## src/rtl/uart_bus_bridge.sv

```systemverilog
// -----------------------------------------------------------------------------
// uart_bus_bridge
//   ASCII command shell between a UART receiver/transmitter pair and a simple
//   request/ack system bus. Lines typed on the UART are buffered, then parsed as
//       rd <addr>           -> one bus read,  reply "<addr>:<data>\r\n"
//       wr <addr> <data>    -> one bus write, reply "OK\r\n"
//       dm <addr> <nn>      -> nn consecutive reads, one reply line per word
//   Malformed lines reply "ER\r\n"; a bus cycle without ack within TIMEOUT
//   clocks replies "TO\r\n"; an empty line replies "\r\n".
//
// Optional feature macro: ECHO_EN
//   When defined, every byte accepted in S_RX is echoed to the transmitter
//   (only if the transmitter is idle). Undefined: the transmitter is used for
//   responses only.
//
// Ports
//   CLK, r_reset            clock, synchronous active-high reset
//   i_rx_dv, i_rx_byte      received byte strobe / byte from UART_RX
//   o_tx_dv, o_tx_byte      transmit strobe / byte to UART_TX
//   i_tx_active, i_tx_done  UART_TX busy / byte-complete strobe
//   o_bus_cs, o_bus_we      bus request (held until ack/timeout), write enable
//   o_bus_addr, o_bus_wdata bus address, write data
//   i_bus_rdata, i_bus_ack  read data (sampled with ack), cycle complete
//   o_busy                  high whenever the shell is not collecting a line
//   o_overrun               one-cycle pulse per dropped received byte
// -----------------------------------------------------------------------------
module uart_bus_bridge #(
    parameter int ADDR_W  = 16,
    parameter int DATA_W  = 16,
    parameter int CMD_MAX = 24,
    parameter int TIMEOUT = 255
) (
    input  logic              CLK,
    input  logic              r_reset,
    input  logic              i_rx_dv,
    input  logic [7:0]        i_rx_byte,
    output logic              o_tx_dv,
    output logic [7:0]        o_tx_byte,
    input  logic              i_tx_active,
    input  logic              i_tx_done,
    output logic              o_bus_cs,
    output logic              o_bus_we,
    output logic [ADDR_W-1:0] o_bus_addr,
    output logic [DATA_W-1:0] o_bus_wdata,
    input  logic [DATA_W-1:0] i_bus_rdata,
    input  logic              i_bus_ack,
    output logic              o_busy,
    output logic              o_overrun
);

    localparam int NA      = ADDR_W / 4;
    localparam int ND      = DATA_W / 4;
    localparam int LEN_RD  = 3 + NA;
    localparam int LEN_WR  = 4 + NA + ND;
    localparam int LEN_DM  = 6 + NA;
    localparam int RESP_N  = NA + ND + 3;
    localparam int IDX_W   = $clog2(CMD_MAX + 1);
    localparam int RESP_W  = $clog2(RESP_N + 1);
    localparam int TMR_W   = $clog2(TIMEOUT + 1);

    localparam logic [7:0] CH_CR    = 8'h0D;
    localparam logic [7:0] CH_LF    = 8'h0A;
    localparam logic [7:0] CH_BS    = 8'h08;
    localparam logic [7:0] CH_SP    = 8'h20;
    localparam logic [7:0] CH_COLON = 8'h3A;
    localparam logic [7:0] CH_D     = 8'h64;
    localparam logic [7:0] CH_M     = 8'h6D;
    localparam logic [7:0] CH_R     = 8'h72;
    localparam logic [7:0] CH_W     = 8'h77;
    localparam logic [7:0] CH_UE    = 8'h45;
    localparam logic [7:0] CH_UK    = 8'h4B;
    localparam logic [7:0] CH_UO    = 8'h4F;
    localparam logic [7:0] CH_UR    = 8'h52;
    localparam logic [7:0] CH_UT    = 8'h54;

    typedef enum logic [2:0] {
        S_RX, S_PARSE, S_BUS, S_RESP, S_TX_WAIT, S_TX_BYTE, S_TX_DONE
    } state_t;

    typedef enum logic [2:0] {
        K_RD, K_WR, K_ER, K_TO, K_NL
    } kind_t;

    // ---------------------------------------------------------------- helpers
    function automatic logic is_hex(input logic [7:0] c);
        return ((c >= 8'h30) && (c <= 8'h39)) ||
               ((c >= 8'h41) && (c <= 8'h46)) ||
               ((c >= 8'h61) && (c <= 8'h66));
    endfunction

    function automatic logic [3:0] hex_nib(input logic [7:0] c);
        logic [7:0] t;
        if ((c >= 8'h30) && (c <= 8'h39)) begin
            t = c - 8'h30;
        end else if ((c >= 8'h41) && (c <= 8'h46)) begin
            t = c - 8'h37;
        end else if ((c >= 8'h61) && (c <= 8'h66)) begin
            t = c - 8'h57;
        end else begin
            t = 8'h00;
        end
        return t[3:0];
    endfunction

    function automatic logic [7:0] hex_char(input logic [3:0] n);
        if (n < 4'd10) begin
            return 8'h30 + {4'h0, n};
        end else begin
            return 8'h37 + {4'h0, n};
        end
    endfunction

    // -------------------------------------------------------------- registers
    state_t              r_state;
    kind_t               r_kind;
    logic [7:0]          r_line [CMD_MAX];
    logic [IDX_W-1:0]    r_idx;
    logic [IDX_W-1:0]    r_len;
    logic                r_ovf;
    logic [ADDR_W-1:0]   r_addr;
    logic [DATA_W-1:0]   r_wdata;
    logic [DATA_W-1:0]   r_rdata;
    logic                r_bus_we;
    logic                r_bus_cs;
    logic [TMR_W-1:0]    r_timer;
    logic [7:0]          r_count;
    logic [7:0]          r_resp [RESP_N];
    logic [RESP_W-1:0]   r_resp_len;
    logic [RESP_W-1:0]   r_tx_idx;
    logic                r_tx_dv;
    logic [7:0]          r_tx_byte;
    logic                r_busy;
    logic                r_overrun;
    logic                w_echo_block;

`ifdef ECHO_EN
    logic                r_echo_pend;
    // Response bytes wait until an in-flight echo byte has completed.
    assign w_echo_block = r_echo_pend;
`else
    assign w_echo_block = 1'b0;
`endif

    // ------------------------------------------------------------ line parse
    logic                w_addr_ok;
    logic                w_data_ok;
    logic                w_cnt_ok;
    logic [ADDR_W-1:0]   w_addr;
    logic [DATA_W-1:0]   w_data;
    logic [7:0]          w_cnt;
    logic                w_is_rd;
    logic                w_is_wr;
    logic                w_is_dm;
    logic                w_printable;

    assign w_printable = (i_rx_byte >= 8'h20) && (i_rx_byte <= 8'h7E);

    // Decode the buffered line into one of the three command shapes.
    always_comb begin
        w_addr_ok = 1'b1;
        w_data_ok = 1'b1;
        w_addr    = '0;
        w_data    = '0;
        for (int i = 0; i < NA; i++) begin
            w_addr_ok = w_addr_ok & is_hex(r_line[3 + i]);
            w_addr    = (w_addr << 4) | ADDR_W'(hex_nib(r_line[3 + i]));
        end
        for (int i = 0; i < ND; i++) begin
            w_data_ok = w_data_ok & is_hex(r_line[4 + NA + i]);
            w_data    = (w_data << 4) | DATA_W'(hex_nib(r_line[4 + NA + i]));
        end
        w_cnt    = {hex_nib(r_line[4 + NA]), hex_nib(r_line[5 + NA])};
        w_cnt_ok = is_hex(r_line[4 + NA]) & is_hex(r_line[5 + NA]) & (w_cnt != 8'd0);

        w_is_rd = (r_len == IDX_W'(LEN_RD)) && (r_line[0] == CH_R) &&
                  (r_line[1] == CH_D) && (r_line[2] == CH_SP) && w_addr_ok;
        w_is_wr = (r_len == IDX_W'(LEN_WR)) && (r_line[0] == CH_W) &&
                  (r_line[1] == CH_R) && (r_line[2] == CH_SP) && w_addr_ok &&
                  (r_line[3 + NA] == CH_SP) && w_data_ok;
        w_is_dm = (r_len == IDX_W'(LEN_DM)) && (r_line[0] == CH_D) &&
                  (r_line[1] == CH_M) && (r_line[2] == CH_SP) && w_addr_ok &&
                  (r_line[3 + NA] == CH_SP) && w_cnt_ok;
    end

    // ------------------------------------------------------------ main FSM
    // Line collection, parse, bus handshake, response build and transmit.
    always_ff @(posedge CLK) begin
        if (r_reset) begin
            r_state    <= S_RX;
            r_kind     <= K_NL;
            r_idx      <= '0;
            r_len      <= '0;
            r_ovf      <= 1'b0;
            r_addr     <= '0;
            r_wdata    <= '0;
            r_rdata    <= '0;
            r_bus_we   <= 1'b0;
            r_bus_cs   <= 1'b0;
            r_timer    <= '0;
            r_count    <= 8'd0;
            r_resp_len <= '0;
            r_tx_idx   <= '0;
            r_tx_dv    <= 1'b0;
            r_tx_byte  <= 8'h00;
            r_busy     <= 1'b0;
            r_overrun  <= 1'b0;
`ifdef ECHO_EN
            r_echo_pend <= 1'b0;
`endif
        end else begin
            r_tx_dv   <= 1'b0;
            r_overrun <= i_rx_dv && (r_state != S_RX);
`ifdef ECHO_EN
            if (i_tx_done) begin
                r_echo_pend <= 1'b0;
            end
`endif
            case (r_state)
                S_RX: begin
                    if (i_rx_dv) begin
                        if (i_rx_byte == CH_CR) begin
                            r_len   <= r_idx;
                            r_state <= S_PARSE;
                            r_busy  <= 1'b1;
                        end else if (i_rx_byte == CH_BS) begin
                            if (r_idx != '0) begin
                                r_idx <= r_idx - IDX_W'(1);
                            end
                        end else if (w_printable) begin
                            if (r_idx == IDX_W'(CMD_MAX)) begin
                                r_ovf <= 1'b1;
                            end else begin
                                r_line[r_idx] <= i_rx_byte;
                                r_idx         <= r_idx + IDX_W'(1);
                            end
                        end
`ifdef ECHO_EN
                        // Overflowed and non-printable bytes are not echoed.
                        if (!i_tx_active &&
                            ((i_rx_byte == CH_CR) || (i_rx_byte == CH_BS) ||
                             (w_printable && (r_idx != IDX_W'(CMD_MAX))))) begin
                            r_tx_dv     <= 1'b1;
                            r_tx_byte   <= i_rx_byte;
                            r_echo_pend <= 1'b1;
                        end
`endif
                    end
                end

                S_PARSE: begin
                    r_idx   <= '0;
                    r_ovf   <= 1'b0;
                    r_count <= 8'd1;
                    if (r_ovf) begin
                        r_kind  <= K_ER;
                        r_state <= S_RESP;
                    end else if (r_len == '0) begin
                        r_kind  <= K_NL;
                        r_state <= S_RESP;
                    end else if (w_is_rd) begin
                        r_kind   <= K_RD;
                        r_addr   <= w_addr;
                        r_bus_we <= 1'b0;
                        r_state  <= S_BUS;
                    end else if (w_is_wr) begin
                        r_kind   <= K_WR;
                        r_addr   <= w_addr;
                        r_wdata  <= w_data;
                        r_bus_we <= 1'b1;
                        r_state  <= S_BUS;
                    end else if (w_is_dm) begin
                        r_kind   <= K_RD;
                        r_addr   <= w_addr;
                        r_count  <= w_cnt;
                        r_bus_we <= 1'b0;
                        r_state  <= S_BUS;
                    end else begin
                        r_kind  <= K_ER;
                        r_state <= S_RESP;
                    end
                end

                S_BUS: begin
                    // First cycle raises cs; ack may already be present in
                    // the cycle cs is first seen high.
                    if (!r_bus_cs) begin
                        r_bus_cs <= 1'b1;
                        r_timer  <= '0;
                    end else if (i_bus_ack) begin
                        r_bus_cs <= 1'b0;
                        r_rdata  <= i_bus_rdata;
                        r_state  <= S_RESP;
                    end else if (r_timer == TMR_W'(TIMEOUT - 1)) begin
                        r_bus_cs <= 1'b0;
                        r_kind   <= K_TO;
                        r_state  <= S_RESP;
                    end else begin
                        r_timer <= r_timer + TMR_W'(1);
                    end
                end

                S_RESP: begin
                    r_tx_idx <= '0;
                    r_state  <= S_TX_WAIT;
                    case (r_kind)
                        K_RD: begin
                            for (int i = 0; i < NA; i++) begin
                                r_resp[i] <= hex_char(r_addr[ADDR_W - 1 - 4 * i -: 4]);
                            end
                            r_resp[NA] <= CH_COLON;
                            for (int i = 0; i < ND; i++) begin
                                r_resp[NA + 1 + i] <= hex_char(r_rdata[DATA_W - 1 - 4 * i -: 4]);
                            end
                            r_resp[NA + ND + 1] <= CH_CR;
                            r_resp[NA + ND + 2] <= CH_LF;
                            r_resp_len <= RESP_W'(RESP_N);
                        end
                        K_WR: begin
                            r_resp[0]  <= CH_UO;
                            r_resp[1]  <= CH_UK;
                            r_resp[2]  <= CH_CR;
                            r_resp[3]  <= CH_LF;
                            r_resp_len <= RESP_W'(4);
                        end
                        K_TO: begin
                            r_resp[0]  <= CH_UT;
                            r_resp[1]  <= CH_UO;
                            r_resp[2]  <= CH_CR;
                            r_resp[3]  <= CH_LF;
                            r_resp_len <= RESP_W'(4);
                        end
                        K_NL: begin
                            r_resp[0]  <= CH_CR;
                            r_resp[1]  <= CH_LF;
                            r_resp_len <= RESP_W'(2);
                        end
                        default: begin
                            r_resp[0]  <= CH_UE;
                            r_resp[1]  <= CH_UR;
                            r_resp[2]  <= CH_CR;
                            r_resp[3]  <= CH_LF;
                            r_resp_len <= RESP_W'(4);
                        end
                    endcase
                end

                S_TX_WAIT: begin
                    if (!i_tx_active && !w_echo_block) begin
                        r_tx_dv   <= 1'b1;
                        r_tx_byte <= r_resp[r_tx_idx];
                        r_state   <= S_TX_BYTE;
                    end
                end

                S_TX_BYTE: begin
                    if (i_tx_done) begin
                        if (r_tx_idx == (r_resp_len - RESP_W'(1))) begin
                            r_state <= S_TX_DONE;
                        end else begin
                            r_tx_idx <= r_tx_idx + RESP_W'(1);
                            r_state  <= S_TX_WAIT;
                        end
                    end
                end

                S_TX_DONE: begin
                    // A timeout changes the kind to K_TO, which ends a dump.
                    if ((r_kind == K_RD) && (r_count > 8'd1)) begin
                        r_count <= r_count - 8'd1;
                        r_addr  <= r_addr + ADDR_W'(1);
                        r_state <= S_BUS;
                    end else begin
                        r_state <= S_RX;
                        r_busy  <= 1'b0;
                    end
                end

                default: begin
                    r_state  <= S_RX;
                    r_bus_cs <= 1'b0;
                    r_busy   <= 1'b0;
                    r_idx    <= '0;
                end
            endcase
        end
    end

    assign o_tx_dv     = r_tx_dv;
    assign o_tx_byte   = r_tx_byte;
    assign o_bus_cs    = r_bus_cs;
    assign o_bus_we    = r_bus_we;
    assign o_bus_addr  = r_addr;
    assign o_bus_wdata = r_wdata;
    assign o_busy      = r_busy;
    assign o_overrun   = r_overrun;

endmodule

```

## config.mk

```make
export PLATFORM = sky130hd
export DESIGN_NAME = uart_bus_bridge
export DESIGN_NICKNAME = d
export VERILOG_FILES = /design/src/rtl/uart_bus_bridge.sv
export SDC_FILE = /design/constraint.sdc
export NUM_CORES = 1
export LEC_CHECK = 0
export ABC_AREA = 1
export BUFFER_PORTS_ARGS = -buffer_cell sky130_fd_sc_hd__buf_2
export CAP_MARGIN = 20
export CORE_MARGIN = 8
export CORE_UTILIZATION = 52
export DETAILED_ROUTE_END_ITERATION = 8
export HOLD_SLACK_MARGIN = 0.12
export PLACE_DENSITY = 0.7
export REMOVE_ABC_BUFFERS = 1
export SLEW_MARGIN = 20
export SYNTH_ARGS = -nofsm -noshare
export SYNTH_HDL_FRONTEND = slang
export SYNTH_SLANG_ARGS = --single-unit
```

## constraint.sdc

```tcl
create_clock -name CLK -period 7.1 [get_ports CLK]
set_input_delay 1.42 -clock CLK [delete_from_list [all_inputs] [get_ports CLK]]
set_output_delay 1.42 -clock CLK [all_outputs]
set_load 0.02 [all_outputs]
```

==> results_dict.tcl <==
set metrics [dict create \
    ios 75 \
    wl_um 30000 \
    die_w_um 173 \
    cts-root-buf "clkbuf_16" \
    grt_max_degree 46 \
    place.port_buffers 73 \
    end_kind "flop" \
    synth_top_area_share_pct 31.3 \
    max_freq_ghz 0.266 \
    cp.arrival_ns 4.15 \
    peakVddDrop_mv 0.199 \
    maxCapViolCount 0 \
    synth_area_leaders "edfxtp_1 (31%), dfxtp_1 (18%), nand2_1 (6.5%), nor2_1 (6.2%), o21ai_0 (5.1%)" \
    drc 0 \
    syn_inst 1509 \
    fin_skew_ns 0.0134 \
    wl_per_cell_um 15.6 \
    insertion_delay_ns 0.53 \
    worst-slew-pin-transition_ns 0.962 \
    dpl.hpwl_um 21500 \
    dieArea_sq_um 30000 \
    core_sq_um 24300 \
    setup_viol 0 \
    path_delay_family "buffers and inverters" \
    drt_pass1_iterations 5 \
    powerDensity_nw_per_um2 210 \
    die_h_um 173 \
    synth_warnings 0 \
    ctsResizeCount 0 \
    rows 57 \
    cts_hold_buf 0 \
    cts.clk_slew.worst_paths_ns 0.06 \
    grtUsageMet3_pct 2.83 \
    drive_above_1_share_pct 13.3 \
    cts_setup_buffers 0 \
    ys_async_sr_fraction_pct 0 \
    globalRouteOverflowTotal 0 \
    via_per_inst 5.38 \
    n_antenna_cell 0 \
    crit_chain "buf_2 > buf_4 > nor2_1 > inv_2 > nor2_4 > buf_4 > inv_2 > a21oi_1 > o21ai_0 > a21oi_1" \
    cts.sinks 252 \
    dp_slack_ns 2.84 \
    synth_cell_types 59 \
    min_period_over_period_pct 53.0 \
    slowest_delay_ns 0.80 \
    synth_largest_area_cell "edfxtp_1" \
    via_count 10300 \
    synth.avg_cell_area_sq_um 8.52 \
    areaGrowthSynthToFinish_pct 11.7 \
    synth_edf_count 134 \
    worstPathMaxFanout 45 \
    grt_pass1_vias 9851 \
    clk_path_buf_depth 3 \
    status "completed" \
    synth_seq_cells 252 \
    initial_core_util_pct 52.9 \
    htree_levels 1 \
    fin_ws_ns 3.33 \
    fin_tns_setup_ns 0 \
    ys_seq_area_share_pct 49.7 \
    cp_num_buf_inv 5 \
    cp_data_required_time_ns 7.48 \
    cp-start-kind "input pin" \
    grt_pass1_wl_um 49100 \
    grt.total_usage_pct 19.5 \
    gp_congestion 0.869 \
    cts_tree "yes" \
    layout.nets 1653 \
    critPathKind "input pin to flop" \
    ys.flop_type "edfxtp_1" \
    use_met1_pct 27.5 \
    leakagePower_nw 5.69 \
    rsz0062_at_grt "no" \
    finalCriticalPeriod_ns 3.77 \
    hold_violations 0 \
    top_usage_layer "met2" \
    relSlewSlack_pct 35.7 \
    drv_slew 0 \
    met2_usage_pct 31.1 \
    first_iter_violations 772 \
    antenna_found_initial 0 \
    hold_class "flop to flop" \
    ant_nets 0 \
    critPathSlowestCell "nor2_1" \
    cts_buffers 27 \
    syn-cell-area_sq_um 12900 \
]
## kinds of logic after synthesis
| kind of cell | Yosys count | synth area share (%) |
|---|---|---|
| xor+xnor | 22 | 1.50 |
| simple gates | 632 | 22.6 |
| flops | 252 | 49.7 |
| compound gates | 318 | 14.2 |
| fa+ha+maj | 47 | 4.63 |
| other cells | 1 | 0.0292 |
| buf+inv | 237 | 7.42 |
## synth_stat cells (3+ instances only)
master	instances
o21ai_0	131
dfxtp_1	118
a21oi_1	105
buf_2	8
nand4_1	22
nand3_2	14
o22ai_1	6
clkbuf_1	23
nand2_2	11
edfxtp_1	134
nor2_4	4
nor3_1	36
ha_1	46
nand2_4	4
a31oi_1	15
inv_1	173
inv_2	19
xnor2_1	5
nand2_1	224
clkinv_1	3
nor3_2	7
a211oi_1	9
nor2_1	213
buf_4	6
a211oi_2	6
a32oi_1	3
nand3b_1	4
nor4_1	3
nor3b_1	3
a21oi_2	6
o211ai_1	16
xor2_1	17
o221ai_1	3
nand3_1	65
o21ai_1	4
or2_1	3
nor2_2	9
## path summary, 6_finish.rpt
kind,from,end,slack [ns],depth (start not counted)
worst min-delay path,r_resp[3][4],r_resp[3][4],0.46,2
worst min register to register,r_resp[3][4],r_resp[3][4],0.46,2
worst max-delay path,r_reset,r_resp[0][0],3.33,10
worst max register to register,r_state[1],r_resp[0][0],3.78,11
## cells in the final DEF (no fill, tap or decap), types with 22 or more instances in the layout
| cell | n |
|---|---|
| nand2_1 | 224 |
| nor2_1 | 212 |
| inv_1 | 172 |
| edfxtp_1 | 134 |
| o21ai_0 | 131 |
| dfxtp_1 | 118 |
| a21oi_1 | 105 |
| buf_2 | 73 |
| nand3_1 | 65 |
| ha_1 | 46 |
| nor3_1 | 36 |
| clkbuf_16 | 27 |
| nand4_1 | 22 |
## final cells by class
class                      instances  area, sq um
fill                            2138         9960
sequential                       252         6390
multi-input combinational       1020         5520
clock buffer                      36          749
inverter                         195          732
timing repair buffer              80          418
tap                              324          405
clock inverter                    13          146
## power by group
| part | internal (W) | switching, W |
|---|---|---|
| combinational | 0.0000191 | 0.0000483 |
| clock | 0.000847 | 0.000563 |
| sequential | 0.00154 | 0.00000689 |
| total | 0.00240 | 0.000618 |
## worst reg2reg max path, delay by kind of cell, from the launching register on
family / cells / cell delay [ns]
flops: 1 / 0.47
buf+inv: 5 / 1.15
compound gates: 3 / 0.43
simple gates: 3 / 1.12
## sequential cells by signal, indices dropped and copies added (netlist names), 3 cells and up
signal       cells
r_state          3
r_resp_len       3
r_resp          56
o_bus_addr      16
r_line          96
r_count          8
o_bus_wdata     16
r_len            5
o_tx_byte        7
r_tx_idx         4
r_rdata         16
r_idx            5
r_timer          8
r_kind           3
## per-layer routing
metal	part of all wire (%)	routed length [um]
met3	5.4	1630
met1	48	14500
met2	45	13400
met5	0	0
met4	1.7	497
## stage by stage
step | total power [W] | utilization [%] | hold WS [ns] | area, sq um | instances
final | 0.00302 | 59.0 | 0.464 | 14400 | 1920
after global routing | 0.00311 | 59.0 | 0.474 | 14400 | 1920
after CTS | 0.00304 | 59.0 | 0.467 | 14400 | 1920
after detailed placement | 0.00164 | 55.3 | 0.452 | 13500 | 1871
after global placement | 0.00164 | 55.3 | 0.449 | 13500 | 1871
after floorplan | 0.00161 | - | 0.427 | 12600 | 1467
No activity file was read; power rests on OpenSTA's default activity.
